<file path="src/rtl/switch_rr_arbiter_if.sv">
// Request, backpressure and grant bundle between the switch allocator and the
// per-output round-robin arbiters of the 4-port crossbar (bit order L,N,E,S).
interface switch_rr_arbiter_if;
  logic [3:0] req_L;
  logic [3:0] req_N;
  logic [3:0] req_E;
  logic [3:0] req_S;
  logic       N_full;
  logic       E_full;
  logic       S_full;
  logic [3:0] L_arb_res;
  logic [3:0] N_arb_res;
  logic [3:0] E_arb_res;
  logic [3:0] S_arb_res;

  modport master (
    output req_L, req_N, req_E, req_S,
    output N_full, E_full, S_full,
    input  L_arb_res, N_arb_res, E_arb_res, S_arb_res
  );

  modport slave (
    input  req_L, req_N, req_E, req_S,
    input  N_full, E_full, S_full,
    output L_arb_res, N_arb_res, E_arb_res, S_arb_res
  );
endinterface

</file>
<file path="src/rtl/switch_rr_arbiter.sv">
// Bank of four independent round-robin arbiters (outputs L,N,E,S) with
// grant hold under downstream backpressure and registered one-hot selects.
module switch_rr_arbiter #(
  parameter int         NREQ    = 4,
  parameter logic [1:0] RST_PTR = 2'd3
) (
  input  logic               clk,
  input  logic               rst,
  switch_rr_arbiter_if.slave arb
);

  // Array slot n serves output n: 0=L, 1=N, 2=E, 3=S.
  logic [3:0] req_s     [4];
  logic       full_s    [4];
  logic [3:0] g_r       [4];
  logic [1:0] ptr_r     [4];
  logic [3:0] g_nxt_s   [4];
  logic [1:0] ptr_nxt_s [4];

  // Scan from index p downwards with wrap; the first request found wins.
  function automatic logic [3:0] rr_pick(input logic [3:0] req, input logic [1:0] p);
    logic [3:0] gnt;
    logic [1:0] idx;
    logic       found;
    gnt   = 4'b0000;
    found = 1'b0;
    for (int k = 0; k < NREQ; k++) begin
      idx = p - k[1:0];
      if (!found && req[idx]) begin
        gnt[idx] = 1'b1;
        found    = 1'b1;
      end else begin
        gnt = gnt;
      end
    end
    return gnt;
  endfunction

  function automatic logic [1:0] onehot_idx(input logic [3:0] g);
    logic [1:0] idx;
    case (g)
      4'b1000: idx = 2'd3;
      4'b0100: idx = 2'd2;
      4'b0010: idx = 2'd1;
      default: idx = 2'd0;
    endcase
    return idx;
  endfunction

  // Map interface signals onto per-output arrays; output L never sees backpressure.
  always_comb begin
    req_s[0]  = arb.req_L;
    req_s[1]  = arb.req_N;
    req_s[2]  = arb.req_E;
    req_s[3]  = arb.req_S;
    full_s[0] = 1'b0;
    full_s[1] = arb.N_full;
    full_s[2] = arb.E_full;
    full_s[3] = arb.S_full;
  end

  // Next grant and pointer; an accepted transfer rotates priority at the same edge.
  always_comb begin
    logic       acc_s;
    logic       hold_s;
    logic [1:0] win_s;
    logic [1:0] p_s;
    for (int n = 0; n < 4; n++) begin
      acc_s  = (g_r[n] != 4'b0000) && !full_s[n];
      hold_s = (g_r[n] != 4'b0000) && full_s[n] && ((req_s[n] & g_r[n]) != 4'b0000);
      win_s  = onehot_idx(g_r[n]);
      if (acc_s) begin
        p_s = win_s - 2'd1;
      end else begin
        p_s = ptr_r[n];
      end
      ptr_nxt_s[n] = p_s;
      if (hold_s) begin
        g_nxt_s[n] = g_r[n];
      end else begin
        g_nxt_s[n] = rr_pick(req_s[n], p_s);
      end
    end
  end

  // Grant and pointer registers; reset wins over hold and accept.
  always_ff @(posedge clk) begin
    if (rst) begin
      for (int n = 0; n < 4; n++) begin
        g_r[n]   <= 4'b0000;
        ptr_r[n] <= RST_PTR;
      end
    end else begin
      for (int n = 0; n < 4; n++) begin
        g_r[n]   <= g_nxt_s[n];
        ptr_r[n] <= ptr_nxt_s[n];
      end
    end
  end

  assign arb.L_arb_res = g_r[0];
  assign arb.N_arb_res = g_r[1];
  assign arb.E_arb_res = g_r[2];
  assign arb.S_arb_res = g_r[3];

endmodule

</file>
<file path="src/flat_wrapper.sv">
// flat-port wrapper written by rule: the top's interface ports become plain ports
module switch_rr_arbiter_flat 
#(
  parameter int         NREQ    = 4,
  parameter logic [1:0] RST_PTR = 2'd3
)
  (clk, rst, arb_req_L, arb_req_N, arb_req_E, arb_req_S, arb_N_full, arb_E_full, arb_S_full, arb_L_arb_res, arb_N_arb_res, arb_E_arb_res, arb_S_arb_res);
  switch_rr_arbiter_if arb_i ();
  input  logic clk;
  input  logic rst;
  input wire logic [$bits(arb_i.req_L)-1:0] arb_req_L;
  input wire logic [$bits(arb_i.req_N)-1:0] arb_req_N;
  input wire logic [$bits(arb_i.req_E)-1:0] arb_req_E;
  input wire logic [$bits(arb_i.req_S)-1:0] arb_req_S;
  input wire logic [$bits(arb_i.N_full)-1:0] arb_N_full;
  input wire logic [$bits(arb_i.E_full)-1:0] arb_E_full;
  input wire logic [$bits(arb_i.S_full)-1:0] arb_S_full;
  output wire logic [$bits(arb_i.L_arb_res)-1:0] arb_L_arb_res;
  output wire logic [$bits(arb_i.N_arb_res)-1:0] arb_N_arb_res;
  output wire logic [$bits(arb_i.E_arb_res)-1:0] arb_E_arb_res;
  output wire logic [$bits(arb_i.S_arb_res)-1:0] arb_S_arb_res;
  assign arb_i.req_L = arb_req_L;
  assign arb_i.req_N = arb_req_N;
  assign arb_i.req_E = arb_req_E;
  assign arb_i.req_S = arb_req_S;
  assign arb_i.N_full = arb_N_full;
  assign arb_i.E_full = arb_E_full;
  assign arb_i.S_full = arb_S_full;
  assign arb_L_arb_res = arb_i.L_arb_res;
  assign arb_N_arb_res = arb_i.N_arb_res;
  assign arb_E_arb_res = arb_i.E_arb_res;
  assign arb_S_arb_res = arb_i.S_arb_res;
  switch_rr_arbiter #(.NREQ(NREQ), .RST_PTR(RST_PTR)) u_core (.clk(clk), .rst(rst), .arb(arb_i));
endmodule
</file>
<file path="config.mk">
export PLATFORM = sky130hd
export DESIGN_NAME = switch_rr_arbiter_flat
export DESIGN_NICKNAME = d
export VERILOG_FILES = /design/src/rtl/switch_rr_arbiter_if.sv /design/src/rtl/switch_rr_arbiter.sv /design/src/flat_wrapper.sv
export SDC_FILE = /design/constraint.sdc
export NUM_CORES = 1
export LEC_CHECK = 0
export ABC_AREA = 1
export CAP_MARGIN = 10
export CORE_ASPECT_RATIO = 0.75
export CORE_MARGIN = 1.5
export CORE_UTILIZATION = 63
export CTS_BUF_LIST = sky130_fd_sc_hd__clkbuf_8
export DETAILED_ROUTE_END_ITERATION = 16
export PLACE_DENSITY = 0.95
export SLEW_MARGIN = 30
export SYNTH_ARGS = -nofsm -noshare
export SYNTH_HDL_FRONTEND = slang
export SYNTH_SLANG_ARGS = --single-unit
</file>
<file path="constraint.sdc">
create_clock -name clk -period 4.45 [get_ports clk]
set_input_delay 1.335 -clock clk [delete_from_list [all_inputs] [get_ports clk]]
set_output_delay 1.335 -clock clk [all_outputs]
set_load 0.03 [all_outputs]
</file>
==> impl_metrics.ini <==
[status]
outcome = complete, no violations

[final_layout]
final_net_count = 562
mostFrequentLayoutCells = sky130_fd_sc_hd__nand2_1, sky130_fd_sc_hd__nand3_1, sky130_fd_sc_hd__inv_1
register_area_sq_um = 480
multi_input_comb_area_sq_um = 2010
mostFrequentLayoutCell = sky130_fd_sc_hd__nand2_1
final_util_pct = 75.3
layout-drive-gt1-share_pct = 11.9
postLayoutCellArea_sq_um = 3320
antenna_cells_inserted = 0
areaGrowthSynthToFinish_pct = 16.1
final_cells = 577
fill_cell_total_of_the_finished_layout = 351

[clocking]
post_cts_buffers = 0
worst_skew_pair.late_latency_ns = 0.27
ctsHtreeMaxLevel = 1
post_cts.resized_instances = 0
max-clock-path-buffers = 2
cts_sinks = 24
tritoncts_buffers = 3
cts_hold_repair.buffers = 0
clk_transition_reported_paths_ns = 0.08
cts.root.buffer_cell = sky130_fd_sc_hd__clkbuf_8
cts_tree = built

[synth]
synth-seq-area-share_pct = 16.8
postSynthRegisterBits = 24
largest_cells_by_area_after_synthesis = sky130_fd_sc_hd__nand3_1, sky130_fd_sc_hd__nand2_1, sky130_fd_sc_hd__dfxtp_1, sky130_fd_sc_hd__inv_1, sky130_fd_sc_hd__ha_1
syn-cell-area_sq_um = 2860
synth_async_sr_flop_share_pct = 0
yosysTopAreaCell = sky130_fd_sc_hd__nand3_1
synthDominantCellAreaShare_pct = 18.2
yosysWarnings = 0
average_cell_area_after_synthesis_sq_um = 5.91
netlist_instances = 484
synth_enable_flop_cells = 0
synth_fp_nets = 525
post_synth_num_cell_types = 29
yosys_most_used_dff = sky130_fd_sc_hd__dfxtp_1

[floorplanning]
core_area_sq_um = 4410
floorplan.io_pins = 37
die_x_microns = 80.8
die-area_sq_um = 4960
floorplan.rows = 21
start_util_pct = 64.9
die_y_extent_microns = 61.4

[pwr]
ir_drop_mv = 0.482
power.density_cell_area_nw_per_um2 = 747
switchingPower_mw = 1.43
power.share.clock_pct = 7.8
cell_internal_power_dissipation_mw = 1.05
combPwrFrac_pct = 78.0
leakage_power_figure_nw = 1.86
p_sw_share_pct = 57.6
power_frac_seq_pct = 14.3

[timing]
hold_violations = 0
rsz0062_at_grt = false
minimum_setup_slack_in_the_final_design_ns = 1.13
number_of_setup_violations_in_the_final_report = 0
fin_skew_ns = 0.00225
max-slew-margin-rel_pct = 47.8
setup_total_negative_slack_ns = 0
finalWorstPathRequiredPeriod_ns = 3.32
achievable-frequency_mhz = 301
period_utilization_pct = 74.6
finalMaxSlewViolations = 0
worst-slew-pin-transition_ns = 0.774

[global_route]
all_layer_gr_usage_pct = 28.7
grt-ovfl-total = 0
via_count_of_the_first_global_routing_pass = 2703
global_route_wire_length_before_repair_microns = 11400
pin_count_of_the_biggest_net_entering_global_routing = 25
antenna_found_initial = 0

[detailed_routing]
viasPerCell = 5.45
routed_wl_microns = 7050
via_count = 3145
route.detailed.drc = 0
per_cell_routed_wire_length_microns = 12.2
drt_pass1_iterations = 5
route.antenna.remaining_nets = 0
first_iter_violations = 273

[worst_setup_path]
critical_path.max_fanout = 7
r2r_setup_slack_ns = 1.88
cp-start-kind = primary input
worst_ep_arrival_time_ns = 3.52
path_class = primary input to flop
required_ns = 4.64
timing.critical_path.to_type = flop

[placed_design]
port_buffers = 36
worst_setup_slack_after_placement_ns = 0.866
routabilityCongestion = 0.985
dp_hpwl_microns = 5420
dpl-instance-area_sq_um = 3250
post-place-cells = 573

[job]
drv.max_cap_violation_count = 0

[hold_path]
worst_hold_path_type = flop to flop
[final timing paths]
check / start / to / cells past startpoint
setup / recovery: arb_N_full / u_core.g_r[1][3] / 13
hold / removal: u_core.ptr_r[0][1] / u_core.ptr_r[0][1] / 2
setup reg to reg: u_core.g_r[0][1] / u_core.g_r[0][2] / 14
hold reg to reg: u_core.ptr_r[0][1] / u_core.ptr_r[0][1] / 2
[registers in the layout, indices dropped and copies added, names as in the netlist]
signal	cells
u_core.g_r	16
u_core.ptr_r	8
[power by group through the flow]
stage	registers (mW)	logic [mW]	clock network, mW
2_1_floorplan	0.419	1.45	0
3_3_place_gp	0.352	1.82	0
3_5_place_dp	0.354	1.89	0
4_1_cts	0.351	1.90	0.195
5_1_grt	0.359	2.16	0.202
6_report	0.354	1.94	0.193
[critical path, cell delays in order]
cell	delay [ns]
sky130_fd_sc_hd__clkdlybuf4s50_1	0.56
sky130_fd_sc_hd__inv_1	0.09
sky130_fd_sc_hd__nand2_2	0.11
sky130_fd_sc_hd__nand2_1	0.09
sky130_fd_sc_hd__nand2_4	0.12
sky130_fd_sc_hd__inv_1	0.14
sky130_fd_sc_hd__ha_1	0.37
sky130_fd_sc_hd__inv_1	0.08
sky130_fd_sc_hd__nand3_2	0.09
sky130_fd_sc_hd__nand2_4	0.08
sky130_fd_sc_hd__nor2_8	0.15
sky130_fd_sc_hd__nand3_1	0.10
sky130_fd_sc_hd__a21oi_1	0.19
[cell type report]
class | instances | area share (%)
repair buffers | 36 | 10.8
inverters | 89 | 10.0
well taps | 57 | 2.15
clock inverters | 1 | 0.903
multi-input cells | 367 | 60.4
flip-flops and latches | 24 | 14.5
clock buffers | 3 | 1.24
[cell usage after synthesis, types with 2 or more instances]
master	number
sky130_fd_sc_hd__a21oi_1	4
sky130_fd_sc_hd__ha_1	20
sky130_fd_sc_hd__o21ai_0	18
sky130_fd_sc_hd__nand3_1	104
sky130_fd_sc_hd__nand2_1	135
sky130_fd_sc_hd__nor2_4	3
sky130_fd_sc_hd__nand2_2	17
sky130_fd_sc_hd__nand2_4	12
sky130_fd_sc_hd__o2111ai_1	2
sky130_fd_sc_hd__dfxtp_1	24
sky130_fd_sc_hd__inv_2	5
sky130_fd_sc_hd__nand3_2	6
sky130_fd_sc_hd__nor2_1	27
sky130_fd_sc_hd__inv_1	84
sky130_fd_sc_hd__nor2_2	8
sky130_fd_sc_hd__a21oi_2	2
[logic make-up after synthesis]
| family | Yosys count | synth area share [%] |
|---|---|---|
| simple gates | 315 | 54.2 |
| fa+ha+maj | 20 | 8.74 |
| compound gates | 32 | 7.21 |
| buf+inv | 93 | 13.1 |
| flops | 24 | 16.8 |
[layer usage]
layer	global-route usage (%)	share of wire, %
met2	51.3	47
met1	36.7	45
met5	0	0
met4	7.39	1.2
met3	4.44	6.8
[stage by stage]
step	power (mW)	hold WS, ns
4_1_cts	2.45	0.544
6_report	2.48	0.539
3_5_place_dp	2.24	0.524
5_1_grt	2.72	0.554
2_1_floorplan	1.86	0.487
3_3_place_gp	2.17	0.518
Note: power is estimated with default switching activity, not from simulation.
